File: config.mk
export PLATFORM = sky130hd
export DESIGN_NAME = ram64_block_mover
export DESIGN_NICKNAME = d
export VERILOG_FILES = /design/src/rtl/ram64_block_mover.sv
export SDC_FILE = /design/constraint.sdc
export NUM_CORES = 1
export LEC_CHECK = 0
export ABC_AREA = 1
export CAP_MARGIN = 20
export CORE_ASPECT_RATIO = 1.2
export CORE_MARGIN = 2
export CORE_UTILIZATION = 53
export DETAILED_ROUTE_END_ITERATION = 12
export PLACE_DENSITY = 0.86
export RECOVER_POWER = 100
export REMOVE_ABC_BUFFERS = 1
export SLEW_MARGIN = 30
export SYNTH_ARGS = -nofsm -noshare
export SYNTH_HDL_FRONTEND = slang
export SYNTH_SLANG_ARGS = --single-unit
File: constraint.sdc
create_clock -name clk -period 2.7 [get_ports clk]
set_input_delay 0.27 -clock clk [delete_from_list [all_inputs] [get_ports clk]]
set_output_delay 0.27 -clock clk [all_outputs]
set_load 0.1 [all_outputs]
File: src/rtl/ram64_block_mover.sv
// Block copy / block fill engine driving the RAM64 port (64 x 16, combinational
// read, write on posedge when mem_load is high). Addresses wrap modulo 64.
module ram64_block_mover (
    input  logic        clk,
    input  logic        rst_n,
    input  logic        start,
    input  logic        mode,
    input  logic [5:0]  src,
    input  logic [5:0]  dst,
    input  logic [6:0]  len,
    input  logic [15:0] fill_data,
    output logic        busy,
    output logic        done,
    output logic [5:0]  mem_address,
    output logic [15:0] mem_in,
    output logic        mem_load,
    input  logic [15:0] mem_out
);

    typedef enum logic [1:0] {
        IDLE  = 2'd0,
        READ  = 2'd1,
        WRITE = 2'd2,
        DONE  = 2'd3
    } state_t;

    state_t      state;
    logic [5:0]  src_ptr;
    logic [5:0]  dst_ptr;
    logic [6:0]  cnt;
    logic        mode_reg;
    logic [15:0] fill_reg;
    logic [15:0] data_reg;
    logic [6:0]  len_clamped;

    always_comb begin
        len_clamped = (len > 7'd64) ? 7'd64 : len;
    end

    // busy/done/mem_load are registered next to the state so they change on
    // the same edge as the state they describe.
    always_ff @(posedge clk or negedge rst_n) begin
        if (!rst_n) begin
            state    <= IDLE;
            src_ptr  <= '0;
            dst_ptr  <= '0;
            cnt      <= '0;
            mode_reg <= 1'b0;
            fill_reg <= '0;
            data_reg <= '0;
            busy     <= 1'b0;
            done     <= 1'b0;
            mem_load <= 1'b0;
        end else begin
            case (state)
                IDLE: begin
                    if (start) begin
                        src_ptr  <= src;
                        dst_ptr  <= dst;
                        cnt      <= len_clamped;
                        mode_reg <= mode;
                        fill_reg <= fill_data;
                        if (len_clamped == 7'd0) begin
                            state <= DONE;
                            done  <= 1'b1;
                        end else if (mode) begin
                            state    <= WRITE;
                            busy     <= 1'b1;
                            mem_load <= 1'b1;
                        end else begin
                            state <= READ;
                            busy  <= 1'b1;
                        end
                    end
                end
                READ: begin
                    data_reg <= mem_out;
                    state    <= WRITE;
                    mem_load <= 1'b1;
                end
                WRITE: begin
                    dst_ptr <= dst_ptr + 6'd1;
                    if (!mode_reg) begin
                        src_ptr <= src_ptr + 6'd1;
                    end
                    cnt <= cnt - 7'd1;
                    if (cnt == 7'd1) begin
                        state    <= DONE;
                        busy     <= 1'b0;
                        done     <= 1'b1;
                        mem_load <= 1'b0;
                    end else if (mode_reg) begin
                        state <= WRITE;
                    end else begin
                        state    <= READ;
                        mem_load <= 1'b0;
                    end
                end
                DONE: begin
                    done  <= 1'b0;
                    state <= IDLE;
                end
                default: begin
                    state    <= IDLE;
                    busy     <= 1'b0;
                    done     <= 1'b0;
                    mem_load <= 1'b0;
                end
            endcase
        end
    end

    always_comb begin
        mem_address = '0;
        mem_in      = '0;
        case (state)
            READ:  mem_address = src_ptr;
            WRITE: begin
                mem_address = dst_ptr;
                mem_in      = mode_reg ? fill_reg : data_reg;
            end
            default: begin
                mem_address = '0;
                mem_in      = '0;
            end
        endcase
    end

endmodule
### Yosys cells after proc, flatten, opt, wreduce, memory -nomap -nowiden

Index checks and enable logic that the tools add are counted.

| storage, ports and cells | value |
|---|---|
| bits of input ports | 55 |
| logic and storage cells | 67 |
| register bits | 57 |
| output and inout port bits | 25 |

| operators by class | value |
|---|---|
| reduce and logical (&&, ||, !) cells | 11 |
| mux-type cells | 31 |
| equal/unequal tests | 11 |
| magnitude comparators | 1 |
| $add $sub $neg | 3 |

Operator list:

| operator | number |
|---|---|
| case mux 6 bit (2 select lines) | 3 |
| 2-to-1 mux 16 bit | 2 |
| 2-to-1 mux 6 bit | 3 |
| 2-to-1 mux 7 bit | 2 |
| case mux 7 bit (2 select lines) | 1 |
| adder 6 x 1 -> 6 bit, second input constant | 2 |
| != test 2 bit, second input constant | 6 |
| 2-to-1 mux 1 bit | 11 |
| 2-to-1 mux 2 bit | 5 |
| case mux 2 bit (4 select lines) | 1 |
| AND reduction 4 bit | 2 |
| equality test 7 x 1 -> 1 bit, second input constant | 1 |
| greater-than comparator 7 bit, second input constant | 1 |
| zero test 7 bit | 1 |
| subtractor 7 x 1 -> 7 bit, second input constant | 1 |
| case mux 1 bit (3 select lines) | 2 |
| nonzero test 3 bit | 2 |
| AND reduction 5 bit | 1 |
| equality test 2 bit, second input constant | 2 |
| AND reduction 2 bit | 2 |
| != test 3 bit, second input constant | 1 |
| AND reduction 3 bit | 1 |
| equality test 2 x 1 -> 1 bit, second input constant | 1 |
| zero test 2 bit | 1 |
| other kinds (2) | 2 |

### Depth between registers and ports, before layout

Gate-level depths: netlist (run 1).

| logic depth | value |
|---|---|
| word-level depth | 6 |
| depth in mapped cells | 10 |
| gate-level depth less buffers | 10 |

### Least setup slack after synthesis (run 1)

OpenSTA, ideal clock, no wires.

| timing path | value |
|---|---|
| path kind | reg-to-output |
| from | register state[0] |
| to | output port mem_in[2] |
| slack | -0.169 ns |
| data required time | 2.430 ns |
| cell stages (with the launch flop) | 8 |
| arrival | 2.599 ns |
| cells stage by stage | dfrtp_1 inv_1 ha_1 buf_4 buf_4 buf_2 o21ai_0 a21oi_1 |

| between the ends | value |
|---|---|
| word-level cells in the longest chain between the ends | 2 |

Ends and longest elaborated chain:

| item | line | text |
|---|---|---|
| start: declaration | 27 | `state_t state;` |
| start signal: assignment | 44 | `state <= IDLE;` |
| start signal: assignment | 64 | `state <= DONE;` |
| start signal: assignment | 67 | `state <= WRITE;` |
| equality test 2 bit | 116 | `case (state)` |
| 2-to-1 mux 16 bit | 116 |  |
| end: declaration | 15 | `output logic [15:0] mem_in,` |

Every way passes these cells.

### Worst setup path after layout (run 1)

| timing path | value |
|---|---|
| from | register mode_reg |
| to | output port mem_in[15] |

| between the ends | value |
|---|---|
| word-level cells in the longest chain between the ends | 2 |

Ends and longest elaborated chain:

| item | line | text |
|---|---|---|
| start: declaration | 31 | `logic mode_reg;` |
| start signal: assignment | 61 | `mode_reg <= mode;` |
| 2-to-1 mux 16 bit | 120 | `mem_in = mode_reg ? fill_reg : data_reg;` |
| 2-to-1 mux 16 bit | 116 |  |

Every way passes these cells.

==> impl_metrics.toml, run 1 <==
[grt]
grt_pass1_wl_um = 13200
grt_max_degree = 58
overflow = 0
antenna_found_initial = 0
grt.total_usage_pct = 26.4
grt_pass1_vias = 3057

[sta]
fin_skew_ns = 0.00703
fin_crit_sh_pct = 91.7
tns_ns = 0
hold_slack_ns = 0.317
hold_viol_final = 0
slew_headroom_pct = 7.46
rsz0062_at_grt = "false"
max_freq_mhz = 404
fin_ws_ns = 0.223
post-route-min-period_ns = 2.48
tightest_slew_ns = 1.39
maxSlewViolCount = 0
setup_viol = 0

[floorplanning]
rows = 30
fp.dieW_um = 74.3
core_mm2 = 0.00571
io_pins = 80
initial_utilization_pct = 55.1
die_y_um = 88.4
die_area_mm2 = 0.00657

[layout]
syn2layout_area_growth_pct = 30.1
nets = 567
drive_gt1_share_pct = 10.4
layout_commonest_cell = "nand2_1"
diodes = 0
final_cell_mix = "146 x nand2_1, 57 x dfrtp_1, 53 x clkdlybuf4s50_1"

[hold_path]
hp-class = "in2async"

[worst_setup_path]
crit_required_ns = 2.43
worst-setup-path-type = "reg2out"
critPathLaunchType = "flip-flop"
arrival_ns = 2.21
r2r_setup_slack_ns = 0.35
crit_end = "mem_in[15]"
reg2reg_depth = 8
regToRegStartpoint = "state[1]"
setup.worst_path.start = "mode_reg"
crit_fanout = 32
regToRegEndpoint = "src_ptr[3]"
worstSetupEndpointType = "output pin"

[synthesis]
yosys_most_used_dff = "dfrtp_1"
synth_area_leader_cell = "dfrtp_1"
synth.distinct_cells = 26
synth_edf_count = 0
muxShareOfSynthArea_pct = 0
synth_xor_area_share_pct = 0.836
syn_inst = 427
synth_top_cell_area_share_pct = 45.4
synth_area_mm2 = 0.00314
yosysWarningCount = 0
synthAdderAreaFrac_pct = 3.18
synth_top_family_by_area = "simple AND/OR/NAND/NOR gates"
synth-compound-area-share_pct = 15.3
ys_async_sr_fraction_pct = 100
ys_ff_latch = 57
synth_seq_area_share_pct = 45.4
yosys.area_share.simple_pct = 26.4
netlist_top_cells_area = "dfrtp_1 45%, nand2_1 17%, o21ai_0 7.8%"
syn_avg_cell_area_um2 = 7.36

[drt]
antenna_left = 0
route.vias.total = 3053
wl_um = 7840
drt_pass1_iterations = 5
drt_iter0_markers = 163
drc = 0
routedWlPerCell_um = 13.3
vias_per_cell = 5.18

[power_and_ir_drop]
peakVddDrop_uv = 920
leakage_nw = 2.01
powerDensity_mw_per_mm2 = 1350

[clocking]
clockRootBuffer = "clkbuf_8"
postCtsHoldBufs = 0
cts_made_buffers = 9
clk_pin_slew_worst_paths_ns = 0.06
cts_resized = 0
cts_tree = "done"
clkSinkCount = 57
clock_path_buffers = 2
clk_latency_ns = 0.35
post-cts-setup-buffer-count = 0
cts_max_level = 3

[placed_design]
place_ws_ns = 0.760
io_buffers = 79
gp_congestion = 0.844
dp_hpwl_um = 5520

[job]
cap_violations = 0

[outcome]
status = "finished clean"
## layer usage
metal	up-vias	global-route usage, %	share of wire, %
li1	1510	-	-
met5	-	0	0
met1	1405	31.6	41
met3	10	9.34	8.1
met4	0	8.60	1.4
met2	128	44.5	50
## synth_stat cells, types with 5 or more instances
master      n
dfrtp_1    57
inv_1      42
nand3_1    21
o21ai_1     7
o21ai_0    49
clkbuf_1    5
a21oi_1    29
buf_2       8
ha_1        8
nand2_1   144
nor2_1     29
## critical path: stages (launching register included)
cell      delay [ns]
dfrtp_1         0.39
inv_1           0.59
o21ai_0         0.19
a21oi_1         0.18
clkbuf_2        0.49
## metrics by stage
stage | instances | area, µm² | power (mW) | util (%)
after floorplan | 409 | 3040 | 3.91 | -
after global placement | 573 | 4180 | 4.99 | 73.2
after detailed placement | 573 | 4180 | 5.10 | 73.2
after CTS | 589 | 4380 | 5.95 | 76.8
after global routing | 589 | 4090 | 5.93 | 71.7
final | 589 | 4090 | 5.53 | 71.7
## worst min path at each step
stage	from	to	slack [ns]	cells past startpoint
2_1_floorplan	rst_n	busy	-0.03	0
3_3_place_gp	rst_n	cnt[5]	0.45	2
3_5_place_dp	rst_n	cnt[5]	0.45	2
4_1_cts	rst_n	state[1]	0.08	2
5_1_grt	rst_n	cnt[5]	0.45	2
6_report	rst_n	cnt[3]	0.32	2
## report_power, final
group          leakage [nW]  switching [mW]  internal, mW
logic                  1.21            2.37         0.806
registers             0.696           0.261          1.27
clock network         0.103           0.345         0.476
total                  2.01            2.98          2.55
## layout make-up
cell class,instances,area [µm²]
Timing Repair Buffer,84,763
Inverter,46,175
Sequential cell,57,1430
Clock buffer,12,155
Clock inverter,4,51.3
Multi-Input combinational cell,306,1420
Tap cell,80,100
Fill cell,448,1620
## cell families (layout without fill, tap and decap cells)
logic type               after synthesis  in the layout
AND/OR/NAND/NOR                      203            203
buffers and inverters                 64            146
flip-flops                            57             57
AO/OA/AOI/OAI                         92             92
adder cells (fa/ha/maj)                8              8
XOR/XNOR                               3              3
(Power assumes the default switching activity.)
==> run 2, diff against run 1 <==
--- a/config.mk
+++ b/config.mk
@@ -11,6 +11,7 @@
 export CORE_MARGIN = 2
 export CORE_UTILIZATION = 53
 export DETAILED_ROUTE_END_ITERATION = 12
+export GPL_ROUTABILITY_DRIVEN = 0
 export PLACE_DENSITY = 0.86
 export RECOVER_POWER = 100
 export REMOVE_ABC_BUFFERS = 1
==> run 2 against run 1 <==
Net effect:
- global-route usage grew 1.7 points
- register-to-register slack got worse by 0.03 ns
- worst hold slack improved by 0.14 ns
- first-iteration DRC count is 8.6% lower
- via count is 1.8% higher
- critical endpoint is now mem_address[3]
==> impl_metrics.toml, run 2 (synthesis results as in run 1) <==
[drt]
antenna_left = 0
wl_met1_um = 3140
drt_iter0_markers = 149
wl_met2_um = 4350
vias_per_cell = 5.26
route.vias.total = 3108
dr_wl_met3_um = 575
drc = 0
top_layer_used = "met4"
wl_um = 8260
routedWlPerCell_um = 14.0
drt_pass1_iterations = 4

[sta]
rsz0062_at_grt = "false"
fin_crit_sh_pct = 91.0
post-route-min-period_ns = 2.46
hold_slack_ns = 0.461
hold_viol_final = 0
tns_ns = 0
tightest_slew_ns = 1.17
slew_headroom_pct = 22.6
setup_viol = 0
fin_skew_ns = 0.00652
max_freq_mhz = 407
maxSlewViolCount = 0

[placed_design]
dp_hpwl_um = 5900
io_buffers = 79

[worst_setup_path]
critPathLaunchType = "flip-flop"
critical_path.top_delay_family = "adder cells"
worst-setup-path-type = "reg2out"
arrival_ns = 2.19
crit_required_ns = 2.43
crit_buf_inv = 2
crit_chain = "inv_1 -> ha_1 -> nand2_1 -> a21oi_1 -> buf_2"
worstSetupEndpointType = "output pin"
max_stage_delay_ns = 0.59
cpMaxStageDelayCell = "ha_1"
crit_fanout = 19

[power_and_ir_drop]
leakage_nw = 2.02
peakVddDrop_uv = 803
powerDensity_mw_per_mm2 = 1340

[hold_path]
hp-class = "in2reg"

[floorplanning]
core_mm2 = 0.00571
die_area_mm2 = 0.00657
die_y_um = 88.4
rows = 30
io_pins = 80
initial_utilization_pct = 55.1
fp.dieW_um = 74.3

[layout]
layout_commonest_cell = "nand2_1"
drive_gt1_share_pct = 10.2
syn2layout_area_growth_pct = 32.3
nets = 569
fillers = 457
diodes = 0
final_cell_mix = "146 x nand2_1, 57 x dfrtp_1, 53 x clkdlybuf4s50_1"

[clocking]
clk_latency_ns = 0.35
cts_max_level = 3
clockRootBuffer = "clkbuf_8"
clkSinkCount = 57
cts_tree = "done"
clock_path_buffers = 2
clk_pin_slew_worst_paths_ns = 0.06
cts_made_buffers = 9

[grt]
antenna_found_initial = 0
grt_pass1_wl_um = 13900
grt.total_usage_pct = 28.1
grt_pass1_vias = 3102
overflow = 0
grt_max_degree = 42

[job]
cap_violations = 0

[outcome]
status = "finished clean"
==> run 2: cell count changes in the layout (fill, tap and decap cells not counted), sizes merged <==
cell         change
clkinvlp         +2
clkbuf          -10
bufinv           -1
inv              -1
clkinv           +2
buf              +9
dlygate4sd3      +1
==> run 2: repair_timing <==
action | in CTS | in global routing
hold buffers | 0 | 1
gates resized for setup | 0 | 0
setup buffers | 0 | 0
setup endpoints to repair | 0 | 0
hold endpoints to repair | 0 | 39
==> run 2: layout make-up <==
type                       count  area (µm²)  share of cell area [%]
clock buffer                  10         128                    3.07
clock inverter                 6        35.0                   0.842
inverter                      46         174                    4.18
multi-input combinational    306        1420                    34.1
sequential                    57        1430                    34.3
tap                           80         100                    2.41
timing repair buffer          86         878                    21.1
==> run 2: through the flow <==
stage | std cells | cell area, µm² | utilization [%] | total power, mW | setup WS [ns]
after floorplan | 409 | 3040 | - | 3.91 | -0.519
after global placement | 574 | 4200 | 73.6 | 5.01 | 0.817
after detailed placement | 574 | 4200 | 73.6 | 5.16 | 0.734
after CTS | 590 | 4360 | 76.4 | 5.87 | 0.350
after global routing | 591 | 4160 | 72.9 | 5.98 | 0.0807
final | 591 | 4160 | 72.9 | 5.56 | 0.244
==> run 2: worst min-delay path, cell delays in order <==
cell	delay (ns)
clkdlybuf4s50_1	0.39
nand2_1	0.06
nand2_1	0.04
==> run 2: final timing paths <==
check                      slack, ns  cells after the start              to    startpoint
min                             0.46                      3     fill_reg[8]  fill_data[8]
max in group asynchronous       1.05                      3     fill_reg[5]         rst_n
min reg2reg                     0.48                      2            done          done
max reg2reg                     0.32                      8      src_ptr[2]      state[0]
max                             0.24                      5  mem_address[3]      state[1]
min in group asynchronous       0.62                      2          cnt[5]         rst_n
==> run 2: layer usage <==
layer  global-route usage (%)  vias up
met4                     10.2        0
met3                     8.66       18
met5                        0        -
met2                     49.1      118
met1                     32.4     1463
li1                         -     1509
==> run 2: where the power goes <==
| part | internal, mW | switching [mW] |
|---|---|---|
| clock | 0.325 | 0.350 |
| combinational | 0.932 | 2.42 |
| sequential | 1.27 | 0.268 |
| total | 2.53 | 3.03 |
==> RTL change (config.mk and constraints of run 1) <==
Reset style: synchronous (`rst_n`), changed in one clocked block.
--- a/src/rtl/ram64_block_mover.sv
+++ b/src/rtl/ram64_block_mover.sv
@@ -40,5 +40,5 @@
     // busy/done/mem_load are registered next to the state so they change on
     // the same edge as the state they describe.
-    always_ff @(posedge clk or negedge rst_n) begin
+    always_ff @(posedge clk) begin
         if (!rst_n) begin
             state    <= IDLE;
Function: differs if rst_n is asserted again (counterexample within 4 cycles, from zero or initial values and one cycle with rst_n low); with rst_n held inactive, the same outputs for 10 cycles.
==> RTL change against run 1 <==
Final area down 4.0%. Setup slack worse by 0.021 ns. Wire length up 7.2%. Highest routed layer unchanged. First-iteration DRC count up 58%. Sequential cell count unchanged. Clock skew up 0.0029 ns. Area after synthesis down 5.7%. Fmax down 0.83%.
Power is not compared: it rests on default switching activity, and its combinational part moved more than twofold at a synthesized area within 25%.
==> RTL change: results (changes against run 1) <==
metric;value;unit;change
final_nets;584;;+3.0%
outcome;completed;;
globalplace.congestion;0.900;;+6.5%
drtIter0Drc;257;;+58%
grt_max_degree;38;;-34%
synth_adder_area_share;3.38;%;+0.19 points
synth_area_leaders;dfxtp_1, nor2_1, o21ai_0, nand2_1, a21oi_1;;
viasPerCell;5.51;;+6.2%
grt_pass1_vias;3014;;-1.4%
dp_cells;572;;-0.17%
synth_flop_cell;dfxtp_1;;
ys_async_sr_fraction;0;%;-100 points
slew_headroom;22.7;%;+15 points
p_leak;1.72;nW;
dpl.hpwl;5840;microns;+5.9%
grt_usage;27.8;%;+1.4 points
post_drt_wl_per_cell;14.3;microns;+7.4%
critical_path_arrival;2.23;ns;+0.02 ns
grt_pass1_wl;13600;microns;+2.7%
hp-class;reg -> reg;;
ctsHoldBuffers;0;;unchanged
yosysUniqueCellTypes;31;;+19%
crit_fanout;37;;+16%
synth-xor-area-share;0.591;%;-0.24 points
via_count;3238;;+6.1%
finClkSkew;0.00995;ns;+0.00291 ns
synth_common_cells;nor2_1, o21ai_0, nand2_1, dfxtp_1, a21oi_1;;
synth_compound_area_share;20.4;%;+5.1 points
drive_gt1_share;9.13;%;-1.3 points
clock_latency;0.36;ns;
yosysSeqAreaShare;38.5;%;-6.9 points
-- RTL change: area by class of cell --
type                    count  area, sq um
clock buffers              11          151
flip-flops and latches     57         1140
clock inverters             5         77.6
multi-input cells         341         1570
repair buffers             83          793
well taps                  62         77.6
inverters                  29          114
fillers                   450         1410
-- RTL change: critical path, cell delays in order, from the launching register on --
cell and delay (ns):
dfxtp_1 0.34, inv_1 0.10, ha_1 0.45, buf_12 0.25
nand2_1 0.09, a21oi_1 0.16, clkbuf_2 0.48
-- RTL change: kinds of logic (layout without fill, tap and decap cells) --
family	Yosys count	in the layout
adder cells (fa/ha/maj)	8	8
AND/OR/NAND/NOR	216	216
XOR/XNOR	2	2
flip-flops	57	57
AO/OA/AOI/OAI	115	115
buffers and inverters	51	128
-- RTL change: worst paths after layout --
check                           slack, ns  depth (start not counted)        endpoint  startpoint
worst max-delay path                 0.20                          6  mem_address[5]    state[0]
worst min-delay path                 0.49                          2        mem_load    mem_load
worst max register to register       0.42                          7     fill_reg[5]    state[0]
worst min register to register       0.49                          2        mem_load    mem_load
-- RTL change: power groups by stage --
| stage | clock (mW) | sequential [mW] | combinational (mW) |
|---|---|---|---|
| floorplan | 0 | 1.08 | 0.472 |
| global placement | 0 | 1.05 | 0.765 |
| detailed placement | 0 | 1.06 | 0.788 |
| CTS | 0.923 | 1.04 | 0.798 |
| global route | 0.972 | 1.06 | 0.824 |
| finish | 0.929 | 1.04 | 0.750 |
-- RTL change: per-layer routing --
metal | global-route usage [%] | vias up | routed length (microns)
met4 | 11.5 | 0 | 183
met1 | 33.7 | 1463 | 3390
met5 | 0 | - | 0
met2 | 46.6 | 153 | 4110
li1 | - | 1603 | -
met3 | 6.70 | 19 | 721
-- RTL change: stage by stage --
| step | setup WS [ns] | total power, mW | cell area (sq um) |
|---|---|---|---|
| 2_1_floorplan | -0.422 | 1.55 | 2840 |
| 3_3_place_gp | 0.615 | 1.81 | 3960 |
| 3_5_place_dp | 0.492 | 1.84 | 3960 |
| 4_1_cts | 0.338 | 2.76 | 4190 |
| 5_1_grt | 0.0959 | 2.85 | 3930 |
| 6_report | 0.202 | 2.72 | 3930 |
